[src/rtl/updown_counter_mod_pkg.sv]
// -----------------------------------------------------------------------------
// updown_counter_mod_pkg
//
// Shared types for the parametrised up/down counter:
//   mode_e : step behaviour at a boundary (wrap modulo, or saturate)
//   dir_e  : step direction
//   op_e   : which action the counter takes on a clock edge (reset excluded,
//            it is handled directly by the register block)
// -----------------------------------------------------------------------------
package updown_counter_mod_pkg;

    typedef enum logic {
        MODE_WRAP = 1'b0,
        MODE_SAT  = 1'b1
    } mode_e;

    typedef enum logic {
        DIR_DOWN = 1'b0,
        DIR_UP   = 1'b1
    } dir_e;

    typedef enum logic [1:0] {
        OP_HOLD = 2'd0,
        OP_LOAD = 2'd1,
        OP_STEP = 2'd2
    } op_e;

    // Load has priority over a count step; with neither the count holds.
    function automatic op_e decode_op(input logic load, input logic en);
        op_e op;
        op = OP_HOLD;
        if (load) begin
            op = OP_LOAD;
        end else if (en) begin
            op = OP_STEP;
        end
        return op;
    endfunction

endpackage : updown_counter_mod_pkg

[src/rtl/updown_counter_mod_step.sv]
// -----------------------------------------------------------------------------
// updown_counter_mod_step
//
// Combinational next-count for one enabled step of a modulo-MODULUS counter.
// The boundary is detected by comparing the current count against the range
// ends before any arithmetic, so the WIDTH-bit adder never depends on a
// natural 2**WIDTH overflow and any MODULUS up to 2**WIDTH wraps correctly.
//
// Ports:
//   i_count    : current registered count (always < MODULUS)
//   i_dir      : DIR_UP / DIR_DOWN
//   i_mode     : MODE_WRAP / MODE_SAT
//   o_next     : count after the step
//   o_boundary : the step started at the boundary in the step direction
// -----------------------------------------------------------------------------
module updown_counter_mod_step
    import updown_counter_mod_pkg::*;
#(
    parameter int unsigned WIDTH   = 4,
    parameter int unsigned MODULUS = 32'd1 << WIDTH
) (
    input  logic [WIDTH-1:0] i_count,
    input  dir_e             i_dir,
    input  mode_e            i_mode,
    output logic [WIDTH-1:0] o_next,
    output logic             o_boundary
);

    localparam logic [WIDTH-1:0] MAX_VAL = WIDTH'(MODULUS - 32'd1);

    logic w_at_max;
    logic w_at_min;

    assign w_at_max = (i_count == MAX_VAL);
    assign w_at_min = (i_count == '0);

    always_comb begin
        o_next     = i_count;
        o_boundary = 1'b0;
        if (i_dir == DIR_UP) begin
            if (w_at_max) begin
                o_boundary = 1'b1;
                o_next     = (i_mode == MODE_WRAP) ? '0 : i_count;
            end else begin
                o_next = i_count + WIDTH'(1);
            end
        end else begin
            if (w_at_min) begin
                o_boundary = 1'b1;
                o_next     = (i_mode == MODE_WRAP) ? MAX_VAL : i_count;
            end else begin
                o_next = i_count - WIDTH'(1);
            end
        end
    end

endmodule : updown_counter_mod_step

[src/rtl/updown_counter_mod.sv]
// -----------------------------------------------------------------------------
// updown_counter_mod
//
// Parametrised up/down counter with parallel load, count enable and a
// per-cycle wrap/saturate mode. Count range is 0..MODULUS-1.
//
// Parameters:
//   WIDTH   : width of Count and LoadVal, 2..16
//   MODULUS : number of count states, 2..2**WIDTH
//
// Ports:
//   Clk      : rising-edge clock
//   reset    : synchronous active-high reset, clears Count and Limit
//   En       : count enable (ignored while Load=1)
//   UpOrDown : 1 = count up, 0 = count down
//   Load     : parallel load strobe; LoadVal >= MODULUS clamps to MODULUS-1
//   LoadVal  : value to load
//   Mode     : 0 = wrap (modulo), 1 = saturate
//   Count    : registered count
//   AtMax    : Count == MODULUS-1 (decoded from the register)
//   AtMin    : Count == 0 (decoded from the register)
//   Limit    : registered pulse, the last enabled step hit a boundary
//
// Edge priority: reset > Load > En > hold.
// -----------------------------------------------------------------------------
module updown_counter_mod
    import updown_counter_mod_pkg::*;
#(
    parameter int unsigned WIDTH   = 4,
    parameter int unsigned MODULUS = 32'd1 << WIDTH
) (
    input  logic             Clk,
    input  logic             reset,
    input  logic             En,
    input  logic             UpOrDown,
    input  logic             Load,
    input  logic [WIDTH-1:0] LoadVal,
    input  logic             Mode,
    output logic [WIDTH-1:0] Count,
    output logic             AtMax,
    output logic             AtMin,
    output logic             Limit
);

    // -------------------------------------------------------------------------
    // Elaboration-time parameter checks
    // -------------------------------------------------------------------------
    if (WIDTH < 2 || WIDTH > 16) begin : g_bad_width
        $fatal(1, "updown_counter_mod: WIDTH must be in 2..16");
    end
    if (MODULUS < 2) begin : g_bad_mod_min
        $fatal(1, "updown_counter_mod: MODULUS must be at least 2");
    end
    if (MODULUS > (32'd1 << WIDTH)) begin : g_bad_mod_max
        $fatal(1, "updown_counter_mod: MODULUS must not exceed 2**WIDTH");
    end

    localparam logic [WIDTH-1:0] MAX_VAL = WIDTH'(MODULUS - 32'd1);

    logic [WIDTH-1:0] r_count;
    logic             r_limit;

    logic [WIDTH-1:0] w_load_count;
    logic [WIDTH-1:0] w_step_count;
    logic             w_step_boundary;
    op_e              w_op;

    // -------------------------------------------------------------------------
    // Next-state pieces
    // -------------------------------------------------------------------------
    assign w_op = decode_op(Load, En);

    // Compare in 32 bits so LoadVal values above MODULUS-1 are seen even when
    // MODULUS == 2**WIDTH (then no clamp can ever fire).
    always_comb begin
        w_load_count = LoadVal;
        if (32'(LoadVal) > (MODULUS - 32'd1)) begin
            w_load_count = MAX_VAL;
        end
    end

    updown_counter_mod_step #(
        .WIDTH   (WIDTH),
        .MODULUS (MODULUS)
    ) u_step (
        .i_count    (r_count),
        .i_dir      (dir_e'(UpOrDown)),
        .i_mode     (mode_e'(Mode)),
        .o_next     (w_step_count),
        .o_boundary (w_step_boundary)
    );

    // -------------------------------------------------------------------------
    // State registers
    // -------------------------------------------------------------------------
    always_ff @(posedge Clk) begin
        if (reset) begin
            r_count <= '0;
            r_limit <= 1'b0;
        end else begin
            unique case (w_op)
                OP_LOAD: begin
                    r_count <= w_load_count;
                    r_limit <= 1'b0;
                end
                OP_STEP: begin
                    r_count <= w_step_count;
                    r_limit <= w_step_boundary;
                end
                default: begin
                    r_limit <= 1'b0;
                end
            endcase
        end
    end

    // -------------------------------------------------------------------------
    // Outputs
    // -------------------------------------------------------------------------
    assign Count = r_count;
    assign Limit = r_limit;
    assign AtMax = (r_count == MAX_VAL);
    assign AtMin = (r_count == '0);

endmodule : updown_counter_mod
[config.mk]
export PLATFORM = sky130hd
export DESIGN_NAME = updown_counter_mod
export DESIGN_NICKNAME = d
export VERILOG_FILES = /design/src/rtl/updown_counter_mod_pkg.sv /design/src/rtl/updown_counter_mod_step.sv /design/src/rtl/updown_counter_mod.sv
export SDC_FILE = /design/constraint.sdc
export NUM_CORES = 1
export LEC_CHECK = 0
export ABC_AREA = 1
export ABC_CLOCK_PERIOD_IN_PS = 2600
export BUFFER_PORTS_ARGS = -buffer_cell sky130_fd_sc_hd__clkbuf_2
export CORE_AREA = 2 2 39 41
export DETAILED_ROUTE_END_ITERATION = 12
export DIE_AREA = 0 0 41 43
export PLACE_DENSITY = 0.63
export SLEW_MARGIN = 20
export SYNTH_ARGS = -nofsm -noshare
export SYNTH_HDL_FRONTEND = slang
export SYNTH_SLANG_ARGS = --single-unit
export TNS_END_PERCENT = 100
[constraint.sdc]
create_clock -name Clk -period 2.6 [get_ports Clk]
set_clock_uncertainty 0.05 [all_clocks]
set_input_delay 0.26 -clock Clk [delete_from_list [all_inputs] [get_ports Clk]]
set_output_delay 0.26 -clock Clk [all_outputs]
set_load 0.02 [all_outputs]
# Word level (Yosys, flattened, before mapping)
# Cells that the tools add are included.
dict set report classes {
  bitwise_logic 1
  add_sub_neg 2
  reduce_logical 4
  eq_ne 5
  n_mux 11
}
# op count
set ops {}
lappend ops {{two-way mux 4 bit} 5}
lappend ops {{!= test 4 bit (second input constant)} 2}
lappend ops {{one-hot mux 4 bit (2 select lines)} 1}
lappend ops {{adder 4 x 1 -> 4 bit (second input constant)} 1}
lappend ops {{equality test 4 bit (second input constant)} 1}
lappend ops {{logical NOT 4 bit} 1}
lappend ops {{two-way mux 2 bit} 2}
lappend ops {{subtractor 4 x 1 -> 4 bit (second input constant)} 1}
lappend ops {{two-way mux 1 bit} 3}
lappend ops {{AND reduction 3 bit} 1}
lappend ops {{equality test 2 x 1 -> 1 bit (second input constant)} 1}
lappend ops {{equality test 2 bit (second input constant)} 1}
lappend ops {{nonzero test 2 bit} 1}
lappend ops {{OR reduction 2 bit} 1}
lappend ops {{NOT 1 bit} 1}
dict set report word_totals {
  reg_bits 5
  out_inout_bits 7
  elab_cells 25
  in_bits 10
}

# Longest topological paths before layout
# Gate-level depths: netlist (run 1).
dict set report logic_depth {
  word_depth 5
  mapped_depth 10
}

# Modules after synthesis
# A second synthesis (run 1) with hierarchy kept.
dict set report unflattened {
  cells_unflattened 96
  area_unflattened_um2 518.0
}
# mod instances cells_each seq_area_each_um2 area_per_inst_um2
set by_module_without_submodules {}
lappend by_module_without_submodules {updown_counter_mod_step 1 58 0.0 280.3}
lappend by_module_without_submodules {updown_counter_mod 1 38 100.1 237.7}

# Worst setup path before layout (run 1)
# No wires, ideal clock.
dict set report synth_path {
  path_type {reg-to-reg}
  from {register r_count[0], in the netlist Count[0]}
  to {register r_count[3], in the netlist Count[3]}
  t_arrival_ps 1403
  path_slack_ps 1036
  t_required_ps 2438
  path_stages_with_launch 10
  path_cell_list {dfxtp_1 -> inv_1 -> ha_1 -> nand2_2 -> nor2_2 -> nand3_2 -> nand3_4 -> nand2_1 -> nand2_1 -> nor2_1}
}
dict set report synth_via {
  elab_chain_len 4
}
# item line
set synth_rtl {}
lappend synth_rtl {{start: declaration} updown_counter_mod.sv:60} ;# logic [WIDTH-1:0] r_count;
lappend synth_rtl {{start signal: assignment} updown_counter_mod.sv:103} ;# r_count <= w_load_count;
lappend synth_rtl {{start signal: assignment} updown_counter_mod.sv:107} ;# r_count <= w_step_count;
lappend synth_rtl {{logical NOT 4 bit *} -}
lappend synth_rtl {{named net AtMin} updown_counter_mod.sv:41} ;# output logic AtMin,
lappend synth_rtl {{two-way mux 4 bit} updown_counter_mod_step.sv:48} ;# if (w_at_min) begin
lappend synth_rtl {{two-way mux 4 bit} updown_counter_mod_step.sv:40} ;# if (i_dir == DIR_UP) begin
lappend synth_rtl {{one-hot mux 4 bit (2 select lines)} updown_counter_mod.sv:101} ;# unique case (w_op)
# Mark *: on every way through the listed nets, which the timed path passes. The rest lies on a longest branch.
# A chain may end at the register's enable or synchronous reset.

# Worst setup path after layout (run 1)
dict set report layout_path {
  from {register r_count[0], in the netlist Count[0]}
  to {output port AtMin}
}
dict set report layout_via {
  elab_chain_len 1
}
# item line
set layout_rtl {}
lappend layout_rtl {{logical NOT 4 bit} updown_counter_mod.sv:123} ;# assign AtMin = (r_count == '0);
lappend layout_rtl {{end: declaration} updown_counter_mod.sv:41}
# No other way between the ends.

==> impl_metrics.csv, run 1 <==
group,metric,value,unit
outcome,status,"completed",
yosys,netlist.top_cell.by_area,"dfxtp_1",
worst_setup_path,required,2290,ps
yosys,ys_seq_elements,5,
floorplan,coreArea,1380,sq um
pwr,leakagePower,0.337,nW
floorplan,ios,17,
placed_design,gp_congestion,0.800,
sta,period_share,0.631,
hold_path,hold_path.class,"in2reg",
clocking,clk_pin_slew,50,ps
worst_setup_path,worstPathCellList,"inv_1, ha_1, nand2_2, nor2_2, clkbuf_2",
finish,area_delta_synth_final,26.1,%
worst_setup_path,crit_path_end_kind,"primary output",
clocking,post_cts_buffers,0,
global_routing,grt_pass1_wl,1700,um
finish,fillers,157,
worst_setup_path,r2r-start,"Count[0]",
finish,final_nets,110,
pwr,p_per_area,458,nW/um^2
global_routing,grt-ovfl-total,0,
yosys,yosysSeqAreaShare,0.215,
yosys,synthDistinctLibCells,19,
route,drt_iter0_markers,11,
global_routing,grt_pass1_vias,426,
worst_setup_path,critPathLaunchType,"register",
worst_setup_path,path_class,"reg2out",
finish,drive_above_1_share,0.289,
global_routing,antenna_found_initial,0,
floorplan,rows,14,
clocking,cts_htree_levels,1,
yosys,synth_area_leaders,"dfxtp_1, nand2_1, nor2_1",
route,wl_met3,37,um
finish,final-seq-area,100,sq um
route,detail-route-antenna-nets,0,
sta,rsz0062_at_grt,"false",
hold_path,min_path_cells,2,
route,drc,0,
hold_path,min_to,"Limit",
worst_setup_path,critPathArrivalTime,1330,ps
sta,hold_viol_final,0,
clocking,ctsHoldBuffers,0,
clocking,clockBufferDepth,2,
yosys,netlist_instances,78,
placed_design,io_buffers,16,
clocking,cts_buffers,3,
clocking,ctsResizeCount,0,
worst_setup_path,ff2ff_path_depth,6,
finish,fin_util,0.424,
clocking,worstSkewPairLatency,240,ps
worst_setup_path,path_max_fanout,6,
route,drt-total-wl,1020,um
sta,max_slew_margin,0.818,
route,dr.pass1.iters,4,
sta,fin_crit,1640,ps
route,dr.max_layer_used,"met3",
global_routing,grt_max_degree,9,
worst_setup_path,rr_endpoint,"Count[1]",
floorplan,die_height,43,um
worst_setup_path,critPathTopFamily,"flip-flops",
sta,slew_violations,0,
sta,setup_tns,0,ps
worst_setup_path,crit_buf_inv,2,
hold_path,worstHoldStart,"reset",
pwr,vdd_drop_max,0.000237,V
clocking,clkSinkCount,5,
route,vias,505,
global_routing,grt.total_usage,0.138,
sta,whs,165,ps
sta,setup_viol,0,
route,vias_per_cell,4.47,
sta,max_freq,610,MHz
job,max_cap_viol_count,0,
clocking,tritoncts,"done",
finish,multi_input_area,314,sq um
worst_setup_path,ff2ff_setup_slack,1110,ps
clocking,cts_root_buf,"clkbuf_4",
finish,antenna_cells,0,
worst_setup_path,slowest_delay,350,ps
sta,tightest_slew,273,ps
route,drt-met1-wl,502,um
yosys,yosys_warnings,0,
route,wl_per_cell,9.02,um
yosys,syn_avg_cell_area,5.97,sq um
yosys,synth_top_area_share,0.215,
floorplan,die_area,1760,sq um
placed_design,hpwl,839,um
yosys,synth_nets,90,
worst_setup_path,crit_slowest_cell,"dfxtp_1",
route,dr_wl_met2,480,um
yosys,syn_area,465,sq um
floorplan,die_width,41,um
floorplan,start_util,0.336,
worst max path at each step:
stage | start | to | slack, ps | cells past startpoint
5_1_grt | Count[0] | AtMin | 890 | 5
3_5_place_dp | Count[0] | Count[1] | 1130 | 6
4_1_cts | Count[0] | AtMin | 960 | 5
6_report | Count[0] | AtMin | 960 | 5
3_3_place_gp | Count[0] | Count[0] | 1140 | 8
2_1_floorplan | Count[0] | Count[3] | 1040 | 9
cell usage after synthesis:
cell type   n
a21oi_1     3
buf_2       1
clkinv_2    1
dfxtp_1     5
ha_1        2
inv_1      10
inv_2       1
nand2_1    24
nand2_2     1
nand3_1     6
nand3_2     2
nand3_4     1
nand3b_2    1
nand4_1     2
nor2_1     12
nor2_2      1
nor2_4      1
o21ai_0     3
xor2_1      1
state kept, by name, summed over array words and instances, names as in the netlist:
register  cells
Limit         1
Count         4
final cells by class:
| type | count | share of cell area |
|---|---|---|
| inverters | 12 | 0.0789 |
| well taps | 16 | 0.0341 |
| multi-input cells | 60 | 0.535 |
| clock buffers | 4 | 0.0448 |
| repair buffers | 16 | 0.136 |
| flip-flops and latches | 5 | 0.171 |
worst reg2reg max path, delay by kind of cell, from the launching register on:
| family | cells | cell delay [ps] |
|---|---|---|
| buffers and inverters | 1 | 120 |
| adders and majority gates | 1 | 320 |
| xor gates and xnor gates | 1 | 160 |
| AOI/OAI and AO/OA | 1 | 170 |
| DFF | 1 | 420 |
| and+or+nand+nor | 2 | 190 |
where the power goes:
part / switching [W] / internal, W / total, W
Clock: 0.0000295 / 0.0000579 / 0.0000874
Sequential: 0.00000931 / 0.0000831 / 0.0000924
Combinational: 0.0000553 / 0.0000336 / 0.0000889
Total: 0.0000942 / 0.000175 / 0.000269
logic make-up (layout without fill, tap and decap cells):
group                    count (synthesis)  after routing  synth area share
adder cells (fa/ha/maj)                  2              2            0.0538
XOR/XNOR                                 1              1            0.0188
buffers and inverters                   13             32             0.110
AO/OA/AOI/OAI                            6              6            0.0645
AND/OR/NAND/NOR                         51             51             0.538
flip-flops                               5              5             0.215
stage by stage:
| stage | cell area [sq um] | worst slack [ps] | cells | power, W |
|---|---|---|---|---|
| after floorplan | 465 | 1040 | 78 | 0.000157 |
| after global placement | 561 | 1140 | 109 | 0.000182 |
| after detailed placement | 561 | 1130 | 109 | 0.000183 |
| after CTS | 587 | 958 | 113 | 0.000272 |
| after global routing | 587 | 889 | 113 | 0.000293 |
| final | 587 | 960 | 113 | 0.000269 |
per-layer routing:
layer  global-route usage  vias to the layer above
li1                     -                      283
met1                0.194                      213
met4               0.0600                        0
met5                    0                        -
met2                0.203                        9
met3               0.0157                        0
placed cells by master (no fill, tap or decap), types with 2 or more instances in the layout:
cell type,instances
clkbuf_2,16
ha_1,2
nor2_1,12
nand3_1,6
nand2_1,24
o21ai_0,3
inv_1,10
nand4_1,2
nand3_2,2
dfxtp_1,5
clkbuf_4,3
a21oi_1,3
No activity file was read; power rests on OpenSTA's default activity.
==> run 2, diff against run 1 <==
--- a/config.mk
+++ b/config.mk
@@ -6,12 +6,12 @@
 export NUM_CORES = 1
 export LEC_CHECK = 0
 export ABC_AREA = 1
-export ABC_CLOCK_PERIOD_IN_PS = 2600
+export ABC_CLOCK_PERIOD_IN_PS = 1500
 export BUFFER_PORTS_ARGS = -buffer_cell sky130_fd_sc_hd__clkbuf_2
 export CORE_AREA = 2 2 39 41
 export DETAILED_ROUTE_END_ITERATION = 12
 export DIE_AREA = 0 0 41 43
-export PLACE_DENSITY = 0.63
+export PLACE_DENSITY = 0.65
 export SLEW_MARGIN = 20
 export SYNTH_ARGS = -nofsm -noshare
 export SYNTH_HDL_FRONTEND = slang
==> constraint.sdc (replaced) <==
create_clock -name Clk -period 1.5 [get_ports Clk]
set_clock_uncertainty 0.05 [all_clocks]
set_input_delay 0.15 -clock Clk [delete_from_list [all_inputs] [get_ports Clk]]
set_output_delay 0.15 -clock Clk [all_outputs]
set_load 0.02 [all_outputs]
==> run 2 against run 1 <==
Compared with the run above: clock power rose by 73%; combinational power rose by 90%; first-iteration DRC count is 27% lower; critical path depth unchanged; register-to-register slack got worse by 970 ps; final cell count up 0.88%; die area is the same; sequential share of layout area decreased by 0.32 points; critical endpoint unchanged; largest power group is now combinational logic.
==> impl_metrics.csv, run 2 (synthesis gave the netlist of run 1 again) <==
group,metric,value,unit
clocking,clkSinkCount,5,
placed_design,hpwl,858,um
sta,setup_viol,0,
floorplan,die_height,43,um
clocking,ctsHoldBuffers,0,
route,vias_per_cell,4.46,
finish,drive_above_1_share,0.327,
floorplan,ios,17,
worst_setup_path,slowest_delay,340,ps
global_routing,grt_max_degree,9,
worst_setup_path,path_class,"reg2out",
pwr,p_per_area,789,nW/um^2
worst_setup_path,ff2ff_path_depth,8,
clocking,cts_root_buf,"clkbuf_4",
worst_setup_path,crit_path_end_kind,"primary output",
hold_path,hold_path.class,"in2reg",
sta,slew_violations,0,
placed_design,gp_congestion,0.844,
sta,rsz0062_at_grt,"false",
floorplan,rows,14,
route,drc,0,
route,detail-route-antenna-nets,0,
worst_setup_path,critPathArrivalTime,1230,ps
route,vias,508,
clocking,worstSkewPairLatency,240,ps
finish,area_delta_synth_final,30.1,%
clocking,clockBufferDepth,2,
worst_setup_path,path_max_fanout,6,
pwr,leakagePower,0.343,nW
job,max_cap_viol_count,0,
clocking,ctsResizeCount,0,
floorplan,coreArea,1380,sq um
sta,period_share,0.956,
global_routing,grt.total_usage,0.152,
finish,antenna_cells,0,
finish,final_nets,111,
worst_setup_path,crit_slowest_cell,"dfxtp_2",
sta,max_slew_margin,0.845,
worst_setup_path,required,1300,ps
floorplan,die_width,41,um
clocking,tritoncts,"done",
global_routing,grt_pass1_wl,1810,um
sta,hold_viol_final,0,
clocking,cts_buffers,3,
outcome,status,"completed",
finish,final-seq-area,101,sq um
finish,final_common_cell,"nand2_1",
floorplan,die_area,1760,sq um
sta,whs,54.4,ps
global_routing,antenna_found_initial,0,
sta,max_freq,697,MHz
floorplan,start_util,0.336,
finish,multi_input_area,322,sq um
route,dr.pass1.iters,4,
global_routing,grt-ovfl-total,0,
clocking,cts_htree_levels,1,
route,drt-total-wl,1040,um
clocking,clk_pin_slew,40,ps
worst_setup_path,worstPathCellList,"inv_1, ha_2, nand2_2, nor2_4, buf_4",
finish,largest_reg_flops,4,
route,wl_per_cell,9.12,um
sta,fin_crit,1430,ps
sta,setup_tns,0,ps
finish,final_cell_mix,"nand2_1, clkbuf_2, nor2_1",
clocking,post_cts_buffers,0,
global_routing,grt_pass1_vias,462,
sta,tightest_slew,230,ps
pwr,vdd_drop_max,0.000350,V
route,drt_iter0_markers,8,
finish,fillers,162,
hold_path,min_path_cells,2,
placed_design,io_buffers,16,
worst_setup_path,critPathLaunchType,"register",
## run 2: cell type report
type / instances / share of cell area
flip-flops and latches: 5 / 0.167
well taps: 16 / 0.0331
repair buffers: 17 / 0.149
inverters: 12 / 0.0764
clock buffers: 4 / 0.0434
multi-input cells: 60 / 0.531
## run 2: per-stage QoR
| stage | cell area, sq um | instances | setup WS, ps | utilization | power (W) |
|---|---|---|---|---|---|
| 2_1_floorplan | 472 | 78 | 26.5 | - | 0.000276 |
| 3_3_place_gp | 574 | 110 | 151 | 0.415 | 0.000323 |
| 3_5_place_dp | 574 | 110 | 133 | 0.415 | 0.000324 |
| 4_1_cts | 601 | 114 | 21.4 | 0.434 | 0.000484 |
| 5_1_grt | 606 | 114 | 3.05 | 0.438 | 0.000522 |
| 6_report | 606 | 114 | 65.5 | 0.438 | 0.000478 |
## run 2: critical path, delay by kind of cell (launching register included)
family / cells / cell delay, ps
adder cells (fa/ha/maj): 1 / 210
buffers and inverters: 2 / 270
flip-flops: 1 / 340
AND/OR/NAND/NOR: 2 / 180
## run 2: final timing paths
path,to,from,slack (ps)
hold reg to reg,Count[1],Count[1],560
hold / removal,Limit,reset,50
setup reg to reg,Count[2],Count[0],140
setup / recovery,AtMin,Count[0],70
## run 2: metal layers
layer / up-vias / global-route usage / wire length, um
li1: 284 / - / -
met1: 209 / 0.184 / 481
met2: 13 / 0.228 / 492
met3: 2 / 0.0157 / 57
met4: 0 / 0.120 / 9
met5: - / 0 / 0
## run 2: power by group
group | internal, W | total, W | switching, W | leakage (nW)
logic | 0.0000662 | 0.000169 | 0.000103 | 0.286
registers | 0.000145 | 0.000158 | 0.0000131 | 0.0417
clock network | 0.000100 | 0.000151 | 0.0000508 | 0.0150
total | 0.000311 | 0.000478 | 0.000167 | 0.343
==> run 3, diff against run 2 <==
--- a/config.mk
+++ b/config.mk
@@ -8,10 +8,10 @@
 export ABC_AREA = 1
 export ABC_CLOCK_PERIOD_IN_PS = 1500
 export BUFFER_PORTS_ARGS = -buffer_cell sky130_fd_sc_hd__clkbuf_2
-export CORE_AREA = 2 2 39 41
+export CAP_MARGIN = 20
+export CORE_UTILIZATION = 30
 export DETAILED_ROUTE_END_ITERATION = 12
-export DIE_AREA = 0 0 41 43
-export PLACE_DENSITY = 0.65
+export PLACE_DENSITY = 0.58
 export SLEW_MARGIN = 20
 export SYNTH_ARGS = -nofsm -noshare
 export SYNTH_HDL_FRONTEND = slang
==> run 3 against run 2 <==
Compared with the run above: total power up 1.4%; global-route usage up 1.4 points; critical endpoint unchanged; largest cell class unchanged; final cell count down 0.88%; largest power group unchanged; maximum frequency up 1.8%; worst setup slack better by 26 ps.
==> impl_metrics.csv, run 3 (synthesis gave the netlist of run 1 again) <==
group,metric,value,unit
global_routing,grt_max_degree,9,
route,drc,0,
pwr,leakagePower,0.343,nW
pwr,vdd_drop_max,0.000601,V
pwr,p_per_area,800,nW/um^2
worst_setup_path,required,1300,ps
route,vias_per_cell,4.61,
finish,area_delta_synth_final,30.1,%
route,detail-route-antenna-nets,0,
placed_design,dpl_cell_area,573,sq um
placed_design,hpwl,867,um
sta,tightest_slew,205,ps
finish,final_cell_area,606,sq um
sta,rsz0062_at_grt,"false",
floorplan,die_height,41.4,um
route,dr.pass1.iters,4,
finish,largest_reg_flops,4,
route,drt-total-wl,1100,um
sta,setup_ws,91.4,ps
worst_setup_path,critPathArrivalTime,1210,ps
sta,period_share,0.939,
clocking,cts_htree_levels,1,
sta,max_slew_margin,0.862,
clocking,clk_pin_slew,40,ps
global_routing,grt_pass1_wl,1840,um
sta,setup_tns,0,ps
finish,final_common_cell,"nand2_1",
finish,drive_above_1_share,0.347,
worst_setup_path,path_class,"reg2out",
sta,max_freq,710,MHz
finish,antenna_cells,0,
global_routing,grt-ovfl-total,0,
sta,slew_violations,0,
route,vias,521,
floorplan,coreArea,1370,sq um
floorplan,die_area,1710,sq um
clocking,worstSkewPairLatency,240,ps
finish,final_cell_mix,"nand2_1, clkbuf_2, nor2_1",
placed_design,post-place-ws,136,ps
route,wl_per_cell,9.72,um
worst_setup_path,crit_path_end_kind,"primary output",
clocking,cts_root_buf,"clkbuf_4",
finish,fin_util,0.443,
clocking,cts_buffers,3,
outcome,status,"completed",
finish,fillers,157,
route,drt_iter0_markers,6,
clocking,clkSinkCount,5,
hold_path,hold_path.class,"in2reg",
clocking,post_cts_buffers,0,
global_routing,antenna_found_initial,0,
job,max_cap_viol_count,0,
floorplan,start_util,0.341,
global_routing,grt_pass1_vias,471,
global_routing,grt.total_usage,0.166,
clocking,tritoncts,"done",
floorplan,rows,13,
sta,hold_viol_final,0,
placed_design,gp_congestion,0.772,
sta,fin_crit,1410,ps
sta,setup_viol,0,
placed_design,io_buffers,16,
floorplan,ios,17,
finish,final_nets,111,
floorplan,die_width,41.4,um
sta,whs,47.6,ps
worst_setup_path,path_max_fanout,6,
worst_setup_path,critPathLaunchType,"register",
clocking,clockBufferDepth,2,
==> run 3: cell counts in the layout (fill, tap and decap cells not counted) <==
No cell type changed its count.
==> run 3: cell type report <==
type	instances	area [sq um]	area share
Clock buffer	4	26.3	0.0434
Inverter	12	46.3	0.0764
Multi-Input combinational cell	60	322	0.531
Sequential cell	5	103	0.169
Tap cell	15	18.8	0.0310
Timing Repair Buffer	17	90.1	0.149
==> run 3: per-layer routing <==
layer	vias to the layer above	wire [um]	GRT usage
met1	227	539	0.205
met2	13	513	0.277
met3	0	45	0.0798
met5	-	0	0
li1	281	-	-
met4	0	0	0
==> run 3: path summary, 6_finish.rpt <==
check,from,endpoint,slack [ps],cells past startpoint
setup reg to reg,Count[0],Count[0],170,9
setup / recovery,Count[0],AtMin,90,5
hold reg to reg,Count[1],Count[1],530,4
hold / removal,reset,Limit,50,2
==> run 3: timing repair <==
item                       CTS  global route
hold buffers                 0             0
hold endpoints to repair     0             0
gates resized for setup      0             6
setup endpoints to repair    0             6
==> run 3: stage by stage <==
stage	total power, W	instances
after floorplan	0.000276	78
after global placement	0.000324	109
after detailed placement	0.000325	109
after CTS	0.000489	113
after global routing	0.000532	113
final	0.000484	113
==> run 3: where the power goes <==
| group | internal, W | leakage [nW] | total (W) | switching, W |
|---|---|---|---|---|
| clock network | 0.000101 | 0.0150 | 0.000156 | 0.0000551 |
| registers | 0.000145 | 0.0420 | 0.000160 | 0.0000144 |
| logic | 0.0000663 | 0.286 | 0.000169 | 0.000103 |
| total | 0.000312 | 0.343 | 0.000484 | 0.000172 |
==> run 3: worst max-delay path: stages, from the launching register on <==
cell	delay [ps]
dfxtp_2	350
inv_2	90
ha_2	200
nand2_2	70
nor2_4	110
buf_4	150
